**src/rtl/int_mul_dispatch.sv**
```systemverilog
// rtl/int_mul_dispatch.sv - in-order operand FIFO and four-phase req/ack issue stage for the iterative multiplier
// Optional zero-operand bypass: INT_MUL_DISPATCH_ZERO_BYPASS_EN
module int_mul_dispatch #(
  parameter int WIDTH = 32,
  parameter int TAG_W = 4,
  parameter int DEPTH = 4
) (
  input  logic             clk,
  input  logic             rst,
  input  logic             in_valid,
  output logic             in_ready,
  input  logic [WIDTH-1:0] in_a,
  input  logic [WIDTH-1:0] in_b,
  input  logic [TAG_W-1:0] in_tag,
  output logic             mul_req,
  output logic [WIDTH-1:0] mul_a,
  output logic [WIDTH-1:0] mul_b,
  input  logic [WIDTH-1:0] mul_out,
  input  logic             mul_ack,
  output logic             res_valid,
  input  logic             res_ready,
  output logic [WIDTH-1:0] res_data,
  output logic [TAG_W-1:0] res_tag,
  output logic             busy
);
  localparam int AW = $clog2(DEPTH);

  typedef enum logic [1:0] {IDLE, REQ, DROP} state_t;

  state_t           state_q, state_d;
  logic [AW:0]      wr_ptr_q, wr_ptr_d, rd_ptr_q, rd_ptr_d;
  logic [WIDTH-1:0] mem_a_q [DEPTH];
  logic [WIDTH-1:0] mem_a_d [DEPTH];
  logic [WIDTH-1:0] mem_b_q [DEPTH];
  logic [WIDTH-1:0] mem_b_d [DEPTH];
  logic [TAG_W-1:0] mem_tag_q [DEPTH];
  logic [TAG_W-1:0] mem_tag_d [DEPTH];
  logic             mul_req_q, mul_req_d;
  logic [WIDTH-1:0] mul_a_q, mul_a_d, mul_b_q, mul_b_d;
  logic [TAG_W-1:0] iss_tag_q, iss_tag_d;
  logic             res_valid_q, res_valid_d;
  logic [WIDTH-1:0] res_data_q, res_data_d;
  logic [TAG_W-1:0] res_tag_q, res_tag_d;

  logic             full, empty, push, zero_head;
  logic [WIDTH-1:0] head_a, head_b;
  logic [TAG_W-1:0] head_tag;

  // Same index bits with differing wrap bit means the writer is a full lap ahead.
  assign full     = (wr_ptr_q[AW] != rd_ptr_q[AW]) && (wr_ptr_q[AW-1:0] == rd_ptr_q[AW-1:0]);
  assign empty    = (wr_ptr_q == rd_ptr_q);
  assign in_ready = !full;
  assign push     = in_valid && !full;
  assign head_a   = mem_a_q[rd_ptr_q[AW-1:0]];
  assign head_b   = mem_b_q[rd_ptr_q[AW-1:0]];
  assign head_tag = mem_tag_q[rd_ptr_q[AW-1:0]];

`ifdef INT_MUL_DISPATCH_ZERO_BYPASS_EN
  assign zero_head = (head_a == '0) || (head_b == '0);
`else
  assign zero_head = 1'b0;
`endif

  always_comb begin
    state_d     = state_q;
    wr_ptr_d    = wr_ptr_q;
    rd_ptr_d    = rd_ptr_q;
    mem_a_d     = mem_a_q;
    mem_b_d     = mem_b_q;
    mem_tag_d   = mem_tag_q;
    mul_req_d   = mul_req_q;
    mul_a_d     = mul_a_q;
    mul_b_d     = mul_b_q;
    iss_tag_d   = iss_tag_q;
    res_valid_d = res_valid_q;
    res_data_d  = res_data_q;
    res_tag_d   = res_tag_q;

    if (push) begin
      mem_a_d[wr_ptr_q[AW-1:0]]   = in_a;
      mem_b_d[wr_ptr_q[AW-1:0]]   = in_b;
      mem_tag_d[wr_ptr_q[AW-1:0]] = in_tag;
      wr_ptr_d                    = wr_ptr_q + (AW+1)'(1);
    end

    if (res_valid_q && res_ready) begin
      res_valid_d = 1'b0;
    end

    case (state_q)
      IDLE: begin
        if (!empty && !res_valid_q) begin
          rd_ptr_d = rd_ptr_q + (AW+1)'(1);
          if (zero_head) begin
            res_data_d  = '0;
            res_tag_d   = head_tag;
            res_valid_d = 1'b1;
          end else begin
            mul_a_d   = head_a;
            mul_b_d   = head_b;
            iss_tag_d = head_tag;
            mul_req_d = 1'b1;
            state_d   = REQ;
          end
        end
      end
      REQ: begin
        if (mul_ack) begin
          res_data_d  = mul_out;
          res_tag_d   = iss_tag_q;
          res_valid_d = 1'b1;
          mul_req_d   = 1'b0;
          state_d     = DROP;
        end
      end
      DROP: begin
        if (!mul_ack) begin
          state_d = IDLE;
        end
      end
      default: state_d = IDLE;
    endcase
  end

  always_ff @(posedge clk or posedge rst) begin
    if (rst) begin
      state_q     <= IDLE;
      wr_ptr_q    <= '0;
      rd_ptr_q    <= '0;
      mem_a_q     <= '{default: '0};
      mem_b_q     <= '{default: '0};
      mem_tag_q   <= '{default: '0};
      mul_req_q   <= 1'b0;
      mul_a_q     <= '0;
      mul_b_q     <= '0;
      iss_tag_q   <= '0;
      res_valid_q <= 1'b0;
      res_data_q  <= '0;
      res_tag_q   <= '0;
    end else begin
      state_q     <= state_d;
      wr_ptr_q    <= wr_ptr_d;
      rd_ptr_q    <= rd_ptr_d;
      mem_a_q     <= mem_a_d;
      mem_b_q     <= mem_b_d;
      mem_tag_q   <= mem_tag_d;
      mul_req_q   <= mul_req_d;
      mul_a_q     <= mul_a_d;
      mul_b_q     <= mul_b_d;
      iss_tag_q   <= iss_tag_d;
      res_valid_q <= res_valid_d;
      res_data_q  <= res_data_d;
      res_tag_q   <= res_tag_d;
    end
  end

  assign mul_req   = mul_req_q;
  assign mul_a     = mul_a_q;
  assign mul_b     = mul_b_q;
  assign res_valid = res_valid_q;
  assign res_data  = res_data_q;
  assign res_tag   = res_tag_q;
  assign busy      = !empty || (state_q != IDLE) || res_valid_q;

endmodule

```
**config.mk**
```make
export PLATFORM = sky130hd
export DESIGN_NAME = int_mul_dispatch
export DESIGN_NICKNAME = d
export VERILOG_FILES = /design/src/rtl/int_mul_dispatch.sv
export SDC_FILE = /design/constraint.sdc
export NUM_CORES = 1
export LEC_CHECK = 0
export CAP_MARGIN = 20
export CORE_ASPECT_RATIO = 0.8
export CORE_MARGIN = 2
export CORE_UTILIZATION = 52
export DETAILED_ROUTE_END_ITERATION = 7
export PLACE_DENSITY = 0.76
export REMOVE_ABC_BUFFERS = 1
export SLEW_MARGIN = 10
export SYNTH_ARGS = -nofsm -noshare
export SYNTH_HDL_FRONTEND = slang
export SYNTH_SLANG_ARGS = --single-unit
```
**constraint.sdc**
```tcl
create_clock -name clk -period 28.8 [get_ports clk]
set_input_delay 4.32 -clock clk [delete_from_list [all_inputs] [get_ports clk]]
set_output_delay 4.32 -clock clk [all_outputs]
set_load 0.005 [all_outputs]
```
==> results.yml, run 1 <==
status:
  status: "completed"
clock_tree:
  cts_hold_buffers: 0
  clock_sinks: 386
  clkTransAtPathRegs_ns: 0.06
  clk_latency_ns: 0.53
  cts_tree: "done"
  cts_max_path_buffers: 3
  post_cts_buffers: 0
  cts_made_buffers: 38
  cts_root_buffer: "clkbuf_16"
  cts_resized: 0
  htreeDepth: 2
synthesis:
  syn_avg_cell_area_um2: 17.32
  yosysWarnings: 0
  synth_area_um2: 16090
  ys_seq_area_share_pct: 60.04
  synth_cell_types: 28
  postSynthCellCount: 929
  ys_ff_latch: 386
timing:
  setup_tns_ns: 0
  hold_viol: 0
  fin_crit_ns: 6.907
  worst_slack_ns: 21.89
  setup_viol: 0
  fin_hold_ws_ns: 0.4793
  slew_headroom_pct: 36.21
  tightest_slew_ns: 0.9569
  rsz0062_at_grt: "no"
  finClkSkew_ns: 0.008999
  finalMaxSlewViolations: 0
  fmax_mhz: 144.8
  final.period_utilization_pct: 23.98
setup_path:
  critical_path_arrival_ns: 2.59
  cp_slowest_cell: "dfrtp_4"
  worstPathRequired_ns: 24.48
  critPathMaxFanout: 35
  cp_num_buf_inv: 1
  start_kind: "flip-flop"
  timing.rr.start: "rd_ptr_q[0]"
  crit_type: "flip-flop to output pin"
  slowest_delay_ns: 0.76
  cp-startpoint: "rd_ptr_q[0]"
  cp_top_family: "flip-flops"
  crit_path_cell_trace: "xnor2_2 > nand3_1 > clkdlybuf4s50_1"
  endpoint_kind: "output pin"
global_route:
  grt_max_degree: 153
  grt_pass1_vias: 9503
  grt_pass1_wl_um: 53650
  grt_usage_pct: 21.01
  antenna_found_initial: 3
  grt-ovfl-total: 0
placement:
  io_buffers: 208
  place_congestion: 0.7037
  detailedPlace.worstSlack_ns: 21.08
  dp_hpwl_um: 19290
power:
  power_mw: 2.468
  pwr-share-comb_pct: 39.1
  p_switching_mw: 0.7111
  pwr-share-seq_pct: 40.4
  clkPwrFrac_pct: 20.6
  power_density_nw_per_um2: 124.1
  p_sw_share_pct: 28.81
  cellLeakagePower_nw: 8.196
  p_int_mw: 1.757
  vdd_drop_max_mv: 0.05619
finish:
  post-route-util_pct: 65.48
  layout_commonest_cell: "dfrtp_1"
  regArea_um2: 9667
  area_growth_pct: 23.66
  fillers: 2245
  layout_common_cells: "384 x dfrtp_1, 308 x mux2_2, 208 x clkdlybuf4s50_1"
  fin_nets: 1248
  final_layout_size_suffix_gt1_share_pct: 39.60
  multiInputGateArea_um2: 6145
floorplanning:
  die_w_um: 200.7
  dieArea_um2: 32370
  initial_core_util_pct: 52.95
  rows: 57
  io_pins: 209
  coreArea_um2: 30380
  die_h_um: 161.3
flow_run:
  maxCapViolations: 0
detailed_routing:
  drt-vias-per-instance: 5.520
  via_count: 8710
  drc_errors: 0
  wl_um: 32620
  drt_iter0_drc: 390
  final_antenna_net_count: 0
  wire_per_inst_um: 20.67
  dr.pass1.iters: 4
min_path:
  hold_path.class: "flip-flop to flip-flop"
  hp-start: "mem_b_q[43]"
## state kept, by name, summed over array words and instances (netlist names)
name	count
state_q	2
res_valid	1
res_data	32
mul_a	32
iss_tag_q	4
rd_ptr_q	3
mem_tag_q	16
mul_b	32
mem_a_q	128
mem_b_q	128
res_tag	4
mul_req	1
wr_ptr_q	3
## final timing paths
check                                    end  slack [ns]  cells past startpoint
worst max-delay path                in_ready       21.89                      3
worst min-delay path             mem_b_q[43]        0.48                      1
worst max register to register  mem_a_q[126]       25.41                      4
worst min register to register   mem_b_q[43]        0.48                      1
max in group asynchronous        rd_ptr_q[0]       21.93                      5
min in group asynchronous       res_data[16]        4.14                      2
## power by group through the flow
| stage | Clock [mW] | Combinational (mW) | Sequential [mW] |
|---|---|---|---|
| 2_1_floorplan | 0 | 0.673 | 0.979 |
| 3_3_place_gp | 0 | 0.947 | 0.994 |
| 3_5_place_dp | 0 | 0.972 | 1.01 |
| 4_1_cts | 0.519 | 0.976 | 1.00 |
| 5_1_grt | 0.542 | 1.04 | 1.04 |
| 6_report | 0.507 | 0.964 | 0.997 |
## cell usage after synthesis
cell type    n  area [um^2]
or2_2        1        6.260
nand2_1      5        18.77
o21ai_0      1        5.000
buf_6        5        56.30
xor2_2       1        16.27
buf_1        5        18.77
o31a_1       1        8.760
ha_1         5        62.56
and2_1       1        6.260
nand3b_1     1        7.510
inv_1        5        18.77
clkbuf_1    10        37.54
buf_4       11        82.58
a21o_1       1        7.510
a31oi_2      1        12.51
xnor2_2      2        32.53
xnor2_1      2        17.52
a31oi_1      4        25.02
o311ai_0     1        8.760
mux4_2      68         1531
dfrtp_1    386         9659
mux2_2     308         3468
nand3_1      1        5.000
nor3b_1      1        7.510
buf_2       25        125.1
xor2_1       5        43.79
mux2_1      70        788.3
nor3_1       2        10.01
## layout make-up
type | count | share of cell area (%)
multi-input combinational | 482 | 30.89
sequential | 386 | 48.59
clock buffer | 58 | 5.830
tap | 413 | 2.597
timing repair buffer | 225 | 11.37
antenna | 1 | 0.01258
inverter | 5 | 0.1321
clock inverter | 8 | 0.5786
## metrics by stage
step                std cells  instance area, um^2
finish                   1578                19890
floorplan                 873                15770
detailed placement       1508                18540
global route             1577                19890
CTS                      1574                19820
global placement         1508                18540
## cell families after synthesis
logic type / after synthesis / synth area share, %
AND/OR/NAND/NOR: 12 / 0.3812
flip-flops: 386 / 60.04
adder cells (fa/ha/maj): 5 / 0.3889
multiplexers: 446 / 35.98
XOR/XNOR: 10 / 0.6844
buffers and inverters: 61 / 2.108
AO/OA/AOI/OAI: 9 / 0.4199
## per-layer routing
layer  track usage, %  wire length (um)  part of all wire (%)  vias up
met3            4.722              1638                   5.0       47
met1            29.85             14630                    45     4667
li1                 -                 -                     -     3831
met2            33.32             15810                    48      161
met5                0                29                 0.089        -
met4            5.387               511                   1.6        4
(Power assumes the default switching activity.)
==> run 2: changes to the inputs <==
--- a/config.mk
+++ b/config.mk
@@ -8,7 +8,7 @@
 export CAP_MARGIN = 20
 export CORE_ASPECT_RATIO = 0.8
 export CORE_MARGIN = 2
-export CORE_UTILIZATION = 52
+export CORE_UTILIZATION = 50
 export DETAILED_ROUTE_END_ITERATION = 7
 export PLACE_DENSITY = 0.76
 export REMOVE_ABC_BUFFERS = 1
==> constraint.sdc (replaced) <==
create_clock -name clk -period 6.09 [get_ports clk]
set_input_delay 0.9135 -clock clk [delete_from_list [all_inputs] [get_ports clk]]
set_output_delay 0.9135 -clock clk [all_outputs]
set_load 0.005 [all_outputs]
==> run 2 against run 1 <==
Worst hold slack worse by 0.0027 ns. Sequential power rose to 4.7 times the previous value. Utilization decreased by 2.4 points. Design area hardly changed. Combinational power grew to 4.7 times the previous value. Cell count is 0.44% higher. Global-route usage down 0.40 points. Via count is 0.44% higher. Critical path type unchanged. Critical endpoint unchanged. Largest power group unchanged.
==> results.yml, run 2 (synthesis gave the netlist of run 1 again) <==
status:
  status: "completed"
detailed_routing:
  dr.pass1.iters: 4
  wire_per_inst_um: 21.20
  drc_errors: 0
  final_antenna_net_count: 0
  wl_um: 33600
  drt-vias-per-instance: 5.519
  via_count: 8748
  drt_iter0_drc: 388
placement:
  place_congestion: 0.7167
  dpl.cell_count: 1516
  dp_hpwl_um: 20460
  place_area_um2: 18580
  detailedPlace.worstSlack_ns: 2.887
  io_buffers: 208
global_route:
  grt_usage_pct: 20.61
  grt_pass1_wl_um: 53970
  antenna_found_initial: 4
  grt-ovfl-total: 0
  grt_max_degree: 143
  grt_pass1_vias: 9442
clock_tree:
  cts_resized: 0
  clock_sinks: 386
  cts_max_path_buffers: 3
  clk_latency_ns: 0.53
  cts_root_buffer: "clkbuf_16"
  htreeDepth: 2
  cts_tree: "done"
  post_cts_buffers: 0
  clkTransAtPathRegs_ns: 0.06
  cts_hold_buffers: 0
  cts_made_buffers: 39
setup_path:
  worstPathRequired_ns: 5.18
  crit-reg2reg-capture: "mul_a[2]"
  ff2ff_path_depth: 4
  critPathMaxFanout: 37
  critical_path_arrival_ns: 2.66
  reg2reg_setup_slack_ns: 2.89
  crit_type: "flip-flop to output pin"
  timing.rr.start: "rd_ptr_q[0]"
  endpoint_kind: "output pin"
  start_kind: "flip-flop"
finish:
  fin_nets: 1247
  postLayoutCellArea_um2: 19900
  reg_top3: "mem_a_q x128, mem_b_q x128"
  layout_commonest_cell: "dfrtp_1"
  fin_cells: 1585
  post-route-util_pct: 63.04
  area_growth_pct: 23.70
  layout_common_cells: "384 x dfrtp_1, 308 x mux2_2, 208 x clkdlybuf4s50_1"
  final_layout_size_suffix_gt1_share_pct: 39.69
timing:
  setup_viol: 0
  fin_crit_ns: 3.576
  hold_viol: 0
  fmax_mhz: 279.6
  setup_tns_ns: 0
  slew_headroom_pct: 34.31
  tightest_slew_ns: 0.9853
  final.period_utilization_pct: 58.72
  worst_slack_ns: 2.514
  fin_hold_ws_ns: 0.4766
  finalMaxSlewViolations: 0
  rsz0062_at_grt: "no"
  finClkSkew_ns: 0.01077
power:
  p_int_mw: 8.321
  p_sw_share_pct: 29.00
  power_mw: 11.72
  power_density_nw_per_um2: 588.9
  p_switching_mw: 3.399
  clkPwrFrac_pct: 20.8
  pwr-share-seq_pct: 40.3
  cellLeakagePower_nw: 8.196
  pwr-share-comb_pct: 38.9
  vdd_drop_max_mv: 0.2960
floorplanning:
  die_h_um: 164.4
  coreArea_um2: 31570
  die_w_um: 204.6
  initial_core_util_pct: 50.96
  dieArea_um2: 33640
  io_pins: 209
  rows: 58
min_path:
  hp-start: "mul_req"
  whs_endpoint: "mul_req"
  hold_depth: 1
  hold_path.class: "flip-flop to flip-flop"
flow_run:
  maxCapViolations: 0
==> run 2: cell count changes in the layout (fill, tap and decap cells not counted) <==
cell | previous run | this run
buf_12 | 1 | 2
buf_16 | 2 | 0
buf_4 | 14 | 13
clkbuf_1 | 10 | 9
clkbuf_8 | 7 | 9
clkinv_8 | 0 | 1
==> run 2: worst max-delay path, stage by stage, from the launching register on <==
cell             delay [ns]
dfrtp_4                0.78
xnor2_2                0.64
nand3_1                0.19
clkdlybuf4s50_1        0.51
==> run 2: area by class of cell <==
cell class / instances / area, um^2
inverters: 5 / 26.28
clock inverters: 9 / 131.4
diodes: 1 / 2.502
multi-input cells: 482 / 6145
flip-flops and latches: 386 / 9667
clock buffers: 59 / 1184
repair buffers: 223 / 2220
well taps: 420 / 525.5
fillers: 2305 / 11670
==> run 2: worst max-delay path by stage <==
stage                     slack [ns]      endpoint        start
after CTS                       2.44      in_ready  rd_ptr_q[0]
after floorplan                -5.55  iss_tag_q[0]          rst
final                           2.51      in_ready  rd_ptr_q[0]
after global routing            2.33      in_ready  rd_ptr_q[0]
after detailed placement        2.89   mem_a_q[25]     in_valid
after global placement          2.92   mem_a_q[29]     in_valid
==> run 2: layer usage <==
metal	up-vias	track usage (%)	wire (um)
met5	-	0	32
met4	4	4.644	431
met3	39	5.505	1820
met2	140	32.19	16070
met1	4710	29.20	15250
li1	3855	-	-
==> run 2: power by group through the flow <==
stage                     combinational, mW  clock, mW  sequential [mW]
after CTS                              4.63       2.50             4.75
after global placement                 4.46          0             4.71
after floorplan                        3.18          0             4.63
final                                  4.55       2.44             4.73
after detailed placement               4.60          0             4.77
after global routing                   4.91       2.61             4.91
==> run 3: changes to the inputs <==
--- a/config.mk
+++ b/config.mk
@@ -8,7 +8,7 @@
 export CAP_MARGIN = 20
 export CORE_ASPECT_RATIO = 0.8
 export CORE_MARGIN = 2
-export CORE_UTILIZATION = 50
+export CORE_UTILIZATION = 52
 export DETAILED_ROUTE_END_ITERATION = 7
 export PLACE_DENSITY = 0.76
 export REMOVE_ABC_BUFFERS = 1
==> constraint.sdc (replaced) <==
create_clock -name clk -period 3.7 [get_ports clk]
set_input_delay 0.555 -clock clk [delete_from_list [all_inputs] [get_ports clk]]
set_output_delay 0.555 -clock clk [all_outputs]
set_load 0.005 [all_outputs]
==> run 3 against run 2 <==
Design area is 0.62% higher. Critical path depth stayed put. Die area is 3.8% lower. Sequential cell count stayed put. Clock power is 64% higher. Sequential share of layout area is 0.30 points lower. Critical endpoint unchanged. Sequential power is 62% higher.
==> results.yml, run 3 (synthesis gave the netlist of run 1 again) <==
floorplanning:
  io_pins: 209
  dieArea_um2: 32370
  rows: 57
  die_w_um: 200.7
  coreArea_um2: 30380
  initial_core_util_pct: 52.95
  die_h_um: 161.3
detailed_routing:
  via_count: 8751
  drt-vias-per-instance: 5.528
  final_antenna_net_count: 0
  dr.pass1.iters: 4
  wire_per_inst_um: 20.92
  drt_iter0_drc: 297
  drc_errors: 0
  wl_um: 33120
global_route:
  grt_pass1_vias: 9482
  grt_max_degree: 106
  grt_usage_pct: 21.18
  antenna_found_initial: 3
  grt-ovfl-total: 0
  grt_pass1_wl_um: 54100
finish:
  layout_commonest_cell: "dfrtp_1"
  fin_nets: 1251
  postLayoutCellArea_um2: 20020
  area_growth_pct: 24.46
  post-route-util_pct: 65.90
  reg_top3: "mem_a_q x128, mem_b_q x128"
  layout_common_cells: "384 x dfrtp_1, 308 x mux2_2, 208 x clkdlybuf4s50_1"
  fillers: 2171
  final_layout_size_suffix_gt1_share_pct: 39.81
  fin_cells: 1583
placement:
  dpl.cell_count: 1513
  place_congestion: 0.7044
  dp_hpwl_um: 20310
  io_buffers: 208
  detailedPlace.worstSlack_ns: 1.051
  place_area_um2: 18700
setup_path:
  worstPathRequired_ns: 3.14
  critPathMaxFanout: 18
  critical_path_arrival_ns: 2.39
  endpoint_kind: "output pin"
  start_kind: "flip-flop"
  crit_type: "flip-flop to output pin"
  crit-reg2reg-capture: "mul_a[31]"
  reg2reg_setup_slack_ns: 1.08
  timing.rr.start: "rd_ptr_q[2]"
  ff2ff_path_depth: 4
clock_tree:
  htreeDepth: 2
  post_cts_buffers: 0
  clock_sinks: 386
  clkTransAtPathRegs_ns: 0.06
  cts_max_path_buffers: 3
  cts_tree: "done"
  cts_hold_buffers: 0
  cts_root_buffer: "clkbuf_16"
  clk_latency_ns: 0.53
  cts_made_buffers: 39
  cts_resized: 0
power:
  cellLeakagePower_nw: 8.239
  power_mw: 19.35
  power_density_nw_per_um2: 966.3
  vdd_drop_max_mv: 0.5384
timing:
  fmax_mhz: 339.3
  finalMaxSlewViolations: 0
  fin_hold_ws_ns: 0.4805
  setup_tns_ns: 0
  setup_viol: 0
  final.period_utilization_pct: 79.66
  worst_slack_ns: 0.7525
  tightest_slew_ns: 0.9388
  finClkSkew_ns: 0.01251
  slew_headroom_pct: 37.42
  rsz0062_at_grt: "no"
  hold_viol: 0
  fin_crit_ns: 2.948
min_path:
  hp-start: "mem_b_q[44]"
  hold_depth: 1
  hold_path.class: "flip-flop to flip-flop"
  whs_endpoint: "mem_b_q[44]"
flow_run:
  maxCapViolations: 0
status:
  status: "completed"
[run 3: how the worst max path moves through the flow]
stage                      from           end  slack, ns  depth (start not counted)
detailed placement  rd_ptr_q[2]     mul_a[31]       1.05                          4
CTS                 rd_ptr_q[0]      in_ready       0.69                          3
global placement       in_valid  mem_a_q[118]       1.11                          5
global route        rd_ptr_q[0]      in_ready       0.62                          3
finish              rd_ptr_q[1]      in_ready       0.75                          3
floorplan                   rst  iss_tag_q[0]      -7.58                          1
[run 3: report_power, final]
group | switching [mW] | total (mW) | internal, mW | leakage (nW)
Combinational | 2.77 | 7.67 | 4.91 | 3.01
Clock | 1.58 | 4.01 | 2.43 | 0.643
Sequential | 1.20 | 7.66 | 6.46 | 4.58
Total | 5.55 | 19.3 | 13.8 | 8.24
[run 3: layer usage]
| metal | vias up | part of all wire (%) | track usage (%) |
|---|---|---|---|
| met5 | - | 0.088 | 0 |
| met4 | 4 | 1.7 | 4.882 |
| met3 | 50 | 5.4 | 5.287 |
| met2 | 145 | 48 | 33.85 |
| met1 | 4687 | 45 | 29.70 |
| li1 | 3865 | - | - |
[run 3: cell type report]
cell class	instances	area, um^2	share of cell area (%)
Antenna cell	2	5.005	0.02500
Inverter	5	26.28	0.1312
Timing Repair Buffer	227	2350	11.74
Clock buffer	61	1201	5.999
Sequential cell	386	9667	48.28
Tap cell	413	516.7	2.581
Clock inverter	7	112.6	0.5624
Multi-Input combinational cell	482	6145	30.69
[run 3: critical path: stages, from the launching register on]
cell and delay [ns]:
dfrtp_4 0.62, xnor2_2 0.54, nand3_1 0.20, clkdlybuf4s50_1 0.50
